==> src/rtl/cache_stats_pkg.sv <==
// Shared types and sizes for the cache performance-counter bank.
package cache_stats_pkg;

  // Counters backed by flops: I_HIT, I_MISS, D_HIT, D_MISS, L2_HIT, L2_MISS, CYCLES.
  localparam int NUM_CNT = 7;
  localparam int ADDR_W  = 4;

  typedef enum logic [ADDR_W-1:0] {
    I_HIT   = 4'd0,
    I_MISS  = 4'd1,
    D_HIT   = 4'd2,
    D_MISS  = 4'd3,
    L2_HIT  = 4'd4,
    L2_MISS = 4'd5,
    CYCLES  = 4'd6,
    L1_HIT  = 4'd7,
    L1_MISS = 4'd8,
    CTRL    = 4'd9
  } stat_addr_e;

  typedef enum logic [1:0] {
    IDLE = 2'd0,
    RESP = 2'd1,
    DONE = 2'd2
  } state_e;

endpackage

==> src/rtl/cache_stat_counter.sv <==
// Single saturating event counter; a clear always beats a same-cycle increment.
module cache_stat_counter #(
  parameter int CNT_W = 32
) (
  input  logic             clk,
  input  logic             rst_n,
  input  logic             inc,
  input  logic             clr,
  input  logic             frz,
  output logic [CNT_W-1:0] count
);

  localparam logic [CNT_W-1:0] ONE = CNT_W'(1);

  logic [CNT_W-1:0] count_q;
  logic [CNT_W-1:0] count_d;

  // Next count: clear first, otherwise count up unless frozen or already all-ones.
  always_comb begin
    count_d = count_q;
    if (clr) begin
      count_d = '0;
    end else if (inc && !frz && (count_q != '1)) begin
      count_d = count_q + ONE;
    end
  end

  // Counter register.
  always_ff @(posedge clk or negedge rst_n) begin
    if (!rst_n) begin
      count_q <= '0;
    end else begin
      count_q <= count_d;
    end
  end

  assign count = count_q;

endmodule

==> src/rtl/cache_stats_reader.sv <==
// Cache performance-counter bank with a single-outstanding read/write/resp port.
//
// state | meaning
// ------+-------------------------------------------------------------
// IDLE  | waiting; a read or write is accepted and executed on this edge
// RESP  | stat_resp high, stat_rdata shows the value latched at accept
// DONE  | dead cycle so the requester can drop read/write; no accept
module cache_stats_reader
  import cache_stats_pkg::*;
#(
  parameter int CNT_W = 32
) (
  input  logic              clk,
  input  logic              rst_n,
  input  logic              instr_access,
  input  logic              instr_resp,
  input  logic              data_access,
  input  logic              data_resp,
  input  logic              l2_access,
  input  logic              l2_resp,
  input  logic              stat_read,
  input  logic              stat_write,
  input  logic [ADDR_W-1:0] stat_addr,
  input  logic [CNT_W-1:0]  stat_wdata,
  output logic [CNT_W-1:0]  stat_rdata,
  output logic              stat_resp
);

  state_e           state_q, state_d;
  logic             resp_q, resp_d;
  logic [CNT_W-1:0] rdata_q, rdata_d;
  logic             frz_q, frz_d;

  logic [NUM_CNT-1:0] inc;
  logic [NUM_CNT-1:0] clr;
  logic [CNT_W-1:0]   cnt [NUM_CNT];

  logic [CNT_W:0]   l1_hit_sum, l1_miss_sum;
  logic [CNT_W-1:0] l1_hit, l1_miss;
  logic [CNT_W-1:0] rd_val;

  // Only bit 0 of the write data is architecturally meaningful.
  logic unused_wdata;
  assign unused_wdata = ^stat_wdata[CNT_W-1:1];

  // A miss is counted per stalled cycle, not per request.
  assign inc = {1'b1,
                l2_access    & ~l2_resp,    l2_access    & l2_resp,
                data_access  & ~data_resp,  data_access  & data_resp,
                instr_access & ~instr_resp, instr_access & instr_resp};

  for (genvar i = 0; i < NUM_CNT; i++) begin : g_cnt
    cache_stat_counter #(.CNT_W(CNT_W)) u_cnt (
      .clk   (clk),
      .rst_n (rst_n),
      .inc   (inc[i]),
      .clr   (clr[i]),
      .frz   (frz_q),
      .count (cnt[i])
    );
  end

  // L1 totals: one extra carry bit, then clamp to all-ones on overflow.
  always_comb begin
    l1_hit_sum  = {1'b0, cnt[0]} + {1'b0, cnt[2]};
    l1_miss_sum = {1'b0, cnt[1]} + {1'b0, cnt[3]};
    l1_hit      = l1_hit_sum[CNT_W]  ? '1 : l1_hit_sum[CNT_W-1:0];
    l1_miss     = l1_miss_sum[CNT_W] ? '1 : l1_miss_sum[CNT_W-1:0];
  end

  // Read decode; unmapped addresses read as zero.
  always_comb begin
    rd_val = '0;
    case (stat_addr_e'(stat_addr))
      I_HIT:   rd_val = cnt[0];
      I_MISS:  rd_val = cnt[1];
      D_HIT:   rd_val = cnt[2];
      D_MISS:  rd_val = cnt[3];
      L2_HIT:  rd_val = cnt[4];
      L2_MISS: rd_val = cnt[5];
      CYCLES:  rd_val = cnt[6];
      L1_HIT:  rd_val = l1_hit;
      L1_MISS: rd_val = l1_miss;
      CTRL:    rd_val = {{(CNT_W-1){1'b0}}, frz_q};
      default: rd_val = '0;
    endcase
  end

  // FSM next state: accept in IDLE, clears/CTRL take effect on the accept edge.
  always_comb begin
    state_d = state_q;
    resp_d  = 1'b0;
    rdata_d = '0;
    frz_d   = frz_q;
    clr     = '0;
    case (state_q)
      IDLE: begin
        if (stat_read || stat_write) begin
          state_d = RESP;
          resp_d  = 1'b1;
          if (stat_write) begin
            case (stat_addr_e'(stat_addr))
              I_HIT, I_MISS, D_HIT, D_MISS, L2_HIT, L2_MISS, CYCLES:
                clr[stat_addr[2:0]] = 1'b1;
              L1_HIT: begin
                clr[0] = 1'b1;
                clr[2] = 1'b1;
              end
              L1_MISS: begin
                clr[1] = 1'b1;
                clr[3] = 1'b1;
              end
              CTRL:    frz_d = stat_wdata[0];
              default: ;
            endcase
          end else begin
            rdata_d = rd_val;
          end
        end
      end
      RESP:    state_d = DONE;
      DONE:    state_d = IDLE;
      default: state_d = IDLE;
    endcase
  end

  // FSM register with registered response outputs and the FREEZE bit.
  always_ff @(posedge clk or negedge rst_n) begin
    if (!rst_n) begin
      state_q <= IDLE;
      resp_q  <= 1'b0;
      rdata_q <= '0;
      frz_q   <= 1'b0;
    end else begin
      state_q <= state_d;
      resp_q  <= resp_d;
      rdata_q <= rdata_d;
      frz_q   <= frz_d;
    end
  end

  assign stat_resp  = resp_q;
  assign stat_rdata = rdata_q;

endmodule

==> config.mk <==
export PLATFORM = sky130hd
export DESIGN_NAME = cache_stats_reader
export DESIGN_NICKNAME = d
export VERILOG_FILES = /design/src/rtl/cache_stats_pkg.sv /design/src/rtl/cache_stat_counter.sv /design/src/rtl/cache_stats_reader.sv
export SDC_FILE = /design/constraint.sdc
export NUM_CORES = 1
export LEC_CHECK = 0
export ABC_AREA = 1
export CORE_ASPECT_RATIO = 1.2
export CORE_MARGIN = 4
export CORE_UTILIZATION = 45
export CTS_CLUSTER_SIZE = 40
export DETAILED_ROUTE_END_ITERATION = 10
export GPL_TIMING_DRIVEN = 0
export MAX_ROUTING_LAYER = met4
export PLACE_DENSITY_LB_ADDON = 0.1
export SETUP_SLACK_MARGIN = 0.5
export SLEW_MARGIN = 20
export SYNTH_ARGS = -nofsm -noshare
export SYNTH_HDL_FRONTEND = slang
export SYNTH_SLANG_ARGS = --single-unit
==> constraint.sdc <==
create_clock -name clk -period 2.8 [get_ports clk]
set_clock_uncertainty 0.15 [all_clocks]
set_input_delay 0.84 -clock clk [delete_from_list [all_inputs] [get_ports clk]]
set_output_delay 0.84 -clock clk [all_outputs]
set_load 0.01 [all_outputs]
==> results by group, run 1 <==
Yosys
  • Count leader, synth: nand2_1
  • Ys flop type: dfrtp_1
  • Post-synthesis async set-or-reset flop share: 1.00
  • Yosys warns: 0
  • Mapped Cells: 3,402
  • Syn nets: 3,521
  • Mapped Area: 21,200 um2
  • Area leader, netlist: dfrtp_1
  • Commonest cells post-synth: nand2_1, inv_1, nor2_1, dfrtp_1, nand3_1
  • Post-synth top area share: 0.307
  • Register area share after synthesis: 0.307
  • Top cells by area, synth: dfrtp_1, nand2_1, inv_1
  • Post-synth EDFFs: 0
  • Synthesis-stage register bit count: 260
  • Yosys cell types: 56
  • Mean Syn Cell Area: 6.23 um2

Power
  • Max VDD drop: 0.722 mV
  • P_leak: 13.0 nW
  • Design Power: 21.5 mW
  • P per Cell Area: 804 nW/um2

Detailed routing
  • Vias per inst: 5.72
  • Residual DRC: 0
  • Vias post-DR: 24,100
  • Total wire length: 92,400 um
  • Initial DRC Count: 2,374
  • DR pass1 iterations: 6
  • WL/cell: 21.9 um
  • ANT nets after route: 0

Placement
  • PortBufs: 47
  • Gpl congestion: 1.08
  • Placement Setup Slack: -1.36 ns
  • Cell Area, Placed: 22,700 um2
  • Hpwl dp: 73,400 um

Timing
  • Rel. slew slack: 0.441
  • RSZ-0062 raised after global routing: yes
  • Final setup viols: 0
  • Final worst-path cycle share: 0.920
  • Least-Margin Pin Slew: 0.839 ns
  • Count of pins over their slew limit: 0
  • Worst Slack Setup Final: 0.224 ns
  • Fin Setup TNS: 0 ns
  • Final Hold Vio Count: 0
  • Minimum clock period: 2.58 ns
  • Maximum clock rate: 388 MHz
  • Hold WS: 0.134 ns

Floorplan
  • Ports: 79
  • Die width: 206 um
  • Initial Utilization: 0.458
  • Core Box Area: 46,300 um2
  • Std cell rows: 86
  • Die Height: 246 um
  • Die ar.: 50,700 um2

Global routing
  • Largest net degree at the start of global routing: 91
  • GRT Residual Overflow: 0
  • Global-route track usage on met1: 0.479
  • Initial antenna violation count: 0
  • First-pass GRT wire length: 137,000 um
  • Grt met3 use: 0.0409
  • GRT Total Usage: 0.365
  • GR Util met2: 0.559
  • Via count of the first global-routing pass: 22,500
  • Most Used Layer, Global Route: met2

Setup path
  • Top cell family by delay on the critical path: simple AND/OR/NAND/NOR gates
  • Worst setup EP type: flip-flop
  • Worst path max stage delay: 0.46 ns
  • Max FO, Critical Path: 8
  • CP bufs+invs: 1
  • Crit path capture: stat_rdata[11]
  • Critical path launch point type: flip-flop
  • CP dominant cell by count: nand2_2
  • Reg2reg setup slack: 0.22 ns
  • FF-to-FF Start: g_cnt[2].u_cnt.count[0]
  • Critical path arrival: 2.89 ns
  • Worst r2r path cells: 14
  • Critical path cell sequence: ha_4, fa_2, nand3_2, nand3_4, nand2_2, nand2_2, nand2_2, nand2_4, nand2_4, nand3_4, o21ai_0, nand3_1, nand2_1, inv_1
  • CP Class: flip-flop to flip-flop
  • Crit-path slowest cell: dfrtp_2
  • R2r endpoint: stat_rdata[11]
  • CP startpoint: g_cnt[2].u_cnt.count[0]
  • Crit path depth: 14
  • Required @ worst endpoint: 3.12 ns

Cells and area
  • Design area: 26,800 um2
  • Share of layout cells above drive strength 1: 0.187
  • # fillers: 4,566
  • Ant diodes: 0
  • Area grow syn2layout: 26.3%
  • Layout Nets: 3,694

Clock network
  • Num CTS Buffers: 31
  • TritonCTS Sinks: 260
  • CTS tree: yes
  • Reg clk slew, reported paths: 0.08 ns
  • CTS HTree Levels: 1
  • Worst-case clock buffer depth: 3
  • CTS root buf: clkbuf_16
  • Clock latency on the worst-skew pair: 0.60 ns

Hold path
  • Hold crit path type: input pin to asynchronous set/reset pin

Flow run
  • Max-cap viol count: 0

Outcome
  • Status: finished, final reports clean
per-layer routing:
metal	routed length, um	share of wire	vias up
met3	7040	0.076	272
li1	-	-	11400
met4	6160	0.067	0
met1	38200	0.41	11300
met5	0	0	-
met2	41100	0.44	1130
kinds of logic after synthesis:
kind of cell	share of synthesized area
DFF	0.307
buffers and inverters	0.117
and+or+nand+nor	0.380
xor gates and xnor gates	0.0235
AOI/OAI and AO/OA	0.128
adders and majority gates	0.0438
flip-flops by register name, summed over array words and instances, names as in the netlist:
| signal | cells |
|---|---|
| frz_q | 1 |
| g_cnt.u_cnt.count | 224 |
| stat_rdata | 32 |
| stat_resp | 1 |
| state_q | 2 |
timing repair:
| item | in CTS | in global routing |
|---|---|---|
| setup buffers | 43 | 44 |
| pin swaps | 47 | 61 |
| hold buffers | 0 | 0 |
| gates cloned | 3 | 0 |
| setup endpoints to repair | 284 | 226 |
| gates resized for setup | 385 | 256 |
report_power, final:
part | switching (mW) | internal, mW
logic | 6.59 | 3.63
clock network | 1.75 | 2.66
registers | 2.02 | 4.90
worst min path at each step:
stage	start	endpoint	slack, ns	depth (start not counted)
2_1_floorplan	state_q[1]	state_q[1]	0.25	1
3_3_place_gp	state_q[1]	state_q[1]	0.26	1
3_5_place_dp	state_q[1]	state_q[1]	0.27	1
4_1_cts	rst_n	stat_rdata[25]	0.13	1
5_1_grt	rst_n	stat_rdata[25]	0.19	1
6_report	rst_n	stat_rdata[25]	0.13	1
layout make-up:
class	count	area (um2)	area share
clock buffers	41	883	0.0330
flip-flops and latches	260	6610	0.247
inverters	598	2280	0.0852
repair buffers	140	1240	0.0462
plain buffers	57	373	0.0139
well taps	616	771	0.0288
clock inverters	16	213	0.00794
multi-input cells	2487	14400	0.538
stage by stage:
step / util / cells
final: 0.579 / 4215
after global routing: 0.579 / 4215
after CTS: 0.553 / 4171
after detailed placement: 0.490 / 4068
after global placement: 0.488 / 4065
after floorplan: - / 3402
worst reg2reg max path: stages, from the launching register on:
cell and delay (ns):
dfrtp_2 0.46, ha_4 0.18, fa_2 0.35, nand3_2 0.10, nand3_4 0.09, nand2_2 0.07
nand2_2 0.07, nand2_2 0.08, nand2_4 0.08, nand2_4 0.07, nand3_4 0.15, o21ai_0 0.31
nand3_1 0.14, nand2_1 0.09, inv_1 0.04
placed cells by master (no fill, tap or decap), types with 12 or more instances in the layout:
cell type and n:
nor4_1 16, clkbuf_2 15, nand3_4 23, inv_1 566
buf_4 82, xor2_1 52, nand3_1 178, nand4_1 72
o21a_1 15, o21ai_2 13, dlygate4sd2_1 33, nor3_1 125
nand2_1 918, o22ai_1 51, nand3_2 35, a31oi_1 17
nor2_4 12, nor2_1 284, nor2_2 50, a21oi_1 140
nand2_4 21, nor4_2 13, dfrtp_1 180, nor3_2 27
clkbuf_16 32, o31ai_1 13, inv_2 20, nand2_2 61
ha_4 51, clkbuf_1 19, o21ai_1 22, dfrtp_2 80
o21ai_0 143
(Power assumes the default switching activity.)
==> run 2: changes to the inputs <==
CTS_CLUSTER_DIAMETER = 100   (was unset)
SLEW_MARGIN = unset   (was 20)
==> run 2 against run 1 <==
Register-to-register slack worse by 0.03 ns. Flip-flop and latch count did not move. Maximum frequency fell by 1.0%. Largest cell class unchanged. Count of clock-buffer cells in the layout is 28 lower.
==> results by group, run 2 (synthesized netlist as in run 1, its figures left out) <==
Outcome
  • Status: finished, final reports clean

Global routing
  • GRT Residual Overflow: 0 (unchanged)
  • Largest net degree at the start of global routing: 99 (+8.8%)
  • Initial antenna violation count: 0 (unchanged)
  • First-pass GRT wire length: 136,000 um (-0.44%)
  • GRT Total Usage: 0.364 (-0.000971)
  • Via count of the first global-routing pass: 22,300 (-0.93%)

Cells and area
  • # fillers: 4,513 (-1.2%)
  • Area grow syn2layout: 25.3%
  • Footprint of the multi-input gates: 14,600 um2 (+1.0%)
  • Design area: 26,600 um2 (-0.79%)
  • Final core occ: 0.574 (-0.00457)
  • Commonest non-fill, non-tap cell in the layout: nand2_1
  • Commonest cells after routing, fill and taps aside: nand2_1, inv_1, nor2_1
  • Share of layout cells above drive strength 1: 0.199 (+0.0121)
  • Register Area: 6610 um2 (about the same)
  • Max FFs per register: 224 (unchanged)
  • Layout Nets: 3,714 (+0.54%)

Timing
  • Minimum clock period: 2.60 ns (+0.0268 ns)
  • Count of pins over their slew limit: 0 (unchanged)
  • Rel. slew slack: 0.540 (+0.0995)
  • Final worst-path cycle share: 0.930 (+0.00957)
  • RSZ-0062 raised after global routing: yes
  • Final setup viols: 0 (unchanged)
  • Maximum clock rate: 384 MHz (-1.0%)
  • Least-Margin Pin Slew: 0.688 ns (-0.151 ns)
  • Final Hold Vio Count: 0 (unchanged)

Detailed routing
  • Residual DRC: 0 (unchanged)
  • WL/cell: 22.0 um (+0.35%)
  • Vias post-DR: 24,200 (+0.25%)
  • Total wire length: 92,800 um (+0.42%)
  • Initial DRC Count: 2,468 (+4.0%)
  • ANT nets after route: 0 (unchanged)
  • DR pass1 iterations: 6 (unchanged)
  • Vias per inst: 5.73 (+0.18%)

Setup path
  • Worst path max stage delay: 0.55 ns (+0.09 ns)
  • CP dominant cell by count: nand2_1
  • Max FO, Critical Path: 5 (-3)
  • R2r endpoint: stat_rdata[25]
  • Worst setup EP type: flip-flop
  • CP Class: flip-flop to flip-flop
  • Required @ worst endpoint: 3.09 ns (-0.03 ns)
  • Reg2reg setup slack: 0.20 ns (-0.03 ns)
  • Worst r2r path cells: 14 (unchanged)
  • Critical path launch point type: flip-flop
  • Critical path arrival: 2.90 ns (about the same)
  • Crit-path slowest cell: dfrtp_1
  • FF-to-FF Start: g_cnt[3].u_cnt.count[30]
  • Critical path cell sequence: ha_1, nand2_1, nor2_1, nand2_1, inv_1, nand2_2, nand2_1, a21oi_4, buf_6, nand3_2, nand2_2, nand3_1, nand2_1, inv_1

Placement
  • Hpwl dp: 73,400 um (about the same)
  • Cell Area, Placed: 22,700 um2 (unchanged)
  • PortBufs: 47 (unchanged)
  • Gpl congestion: 1.08 (unchanged)

Clock network
  • CTS HTree Levels: 1 (unchanged)
  • Clock latency on the worst-skew pair: 0.54 ns (-0.06 ns)
  • Num CTS Buffers: 12 (-61%)
  • CTS tree: yes
  • Reg clk slew, reported paths: 0.14 ns (+0.06 ns)
  • Worst-case clock buffer depth: 3 (unchanged)
  • Post-CTS Hold Buffers: 0 (unchanged)
  • CTS root buf: clkbuf_16
  • TritonCTS Sinks: 260 (unchanged)

Floorplan
  • Core Box Area: 46,300 um2 (unchanged)
  • Initial Utilization: 0.458 (unchanged)
  • Die Height: 246 um (unchanged)
  • Ports: 79 (unchanged)
  • Die ar.: 50,700 um2 (unchanged)
  • Die width: 206 um (unchanged)
  • Std cell rows: 86 (unchanged)

Flow run
  • Max-cap viol count: 0 (unchanged)

Power
  • P per Cell Area: 741 nW/um2 (-7.9%)
  • Max VDD drop: 0.498 mV (-31%)
  • P_leak: 12.9 nW (-0.82%)
  • Design Power: 19.7 mW (-8.7%)

Hold path
  • Hold crit path type: input pin to asynchronous set/reset pin
## run 2: layer usage
metal	wire (um)	vias to the layer above	GRT usage
li1	-	11400	-
met1	37900	11300	0.478
met2	41700	1184	0.565
met3	7440	251	0.0409
met4	5800	0	0.167
met5	0	-	-
## run 2: stage by stage
stage               setup WS, ns  instances  hold slack, ns   TNS, ns
finish                     0.197       4218          0.0969         0
detailed placement         -1.38       4068           0.267   -161.48
floorplan                  0.448       3402           0.251         0
CTS                        0.272       4164           0.115         0
global route               0.123       4217           0.132         0
global placement          -10.99       4065           0.261  -3003.89
## run 2: how the worst max path moves through the flow
stage,startpoint,end,slack (ns),cells after the start
final,g_cnt[3].u_cnt.count[30],stat_rdata[25],0.20,14
after detailed placement,stat_addr[3],stat_rdata[15],-1.38,11
after global routing,g_cnt[1].u_cnt.count[0],stat_rdata[25],0.12,15
after global placement,rst_n,g_cnt[4].u_cnt.count[22],-10.99,1
after floorplan,g_cnt[0].u_cnt.count[0],stat_rdata[1],0.45,15
after CTS,g_cnt[2].u_cnt.count[0],stat_rdata[18],0.27,15
## run 2: cell type report
type                    count  area share
clock buffers              13      0.0122
inverters                 598      0.0864
well taps                 616      0.0290
diodes                      1   0.0000942
multi-input cells        2488       0.548
repair buffers            178      0.0574
flip-flops and latches    260       0.249
plain buffers              57      0.0143
clock inverters             7     0.00358
## run 2: power by group
group / leakage (nW) / switching (mW) / internal (mW)
logic: 9.39 / 6.78 / 3.70
clock network: 0.203 / 1.40 / 0.991
registers: 3.29 / 1.93 / 4.88
## run 2: worst max-delay path: cells and delay by family (launching register included)
kind | cells | cell delay, ns
adder cells (fa/ha/maj) | 1 | 0.43
flip-flops | 1 | 0.55
AND/OR/NAND/NOR | 9 | 0.85
AO/OA/AOI/OAI | 1 | 0.20
buffers and inverters | 3 | 0.31
## run 2: repair_timing
item / 4_1_cts / 5_1_grt
endpoints found under the hold margin: 0 / 0
buffers inserted: 72 / 53
pin swaps: 53 / 71
cloned: 4 / 0
resized for setup: 409 / 300
endpoints found under the setup margin: 284 / 219
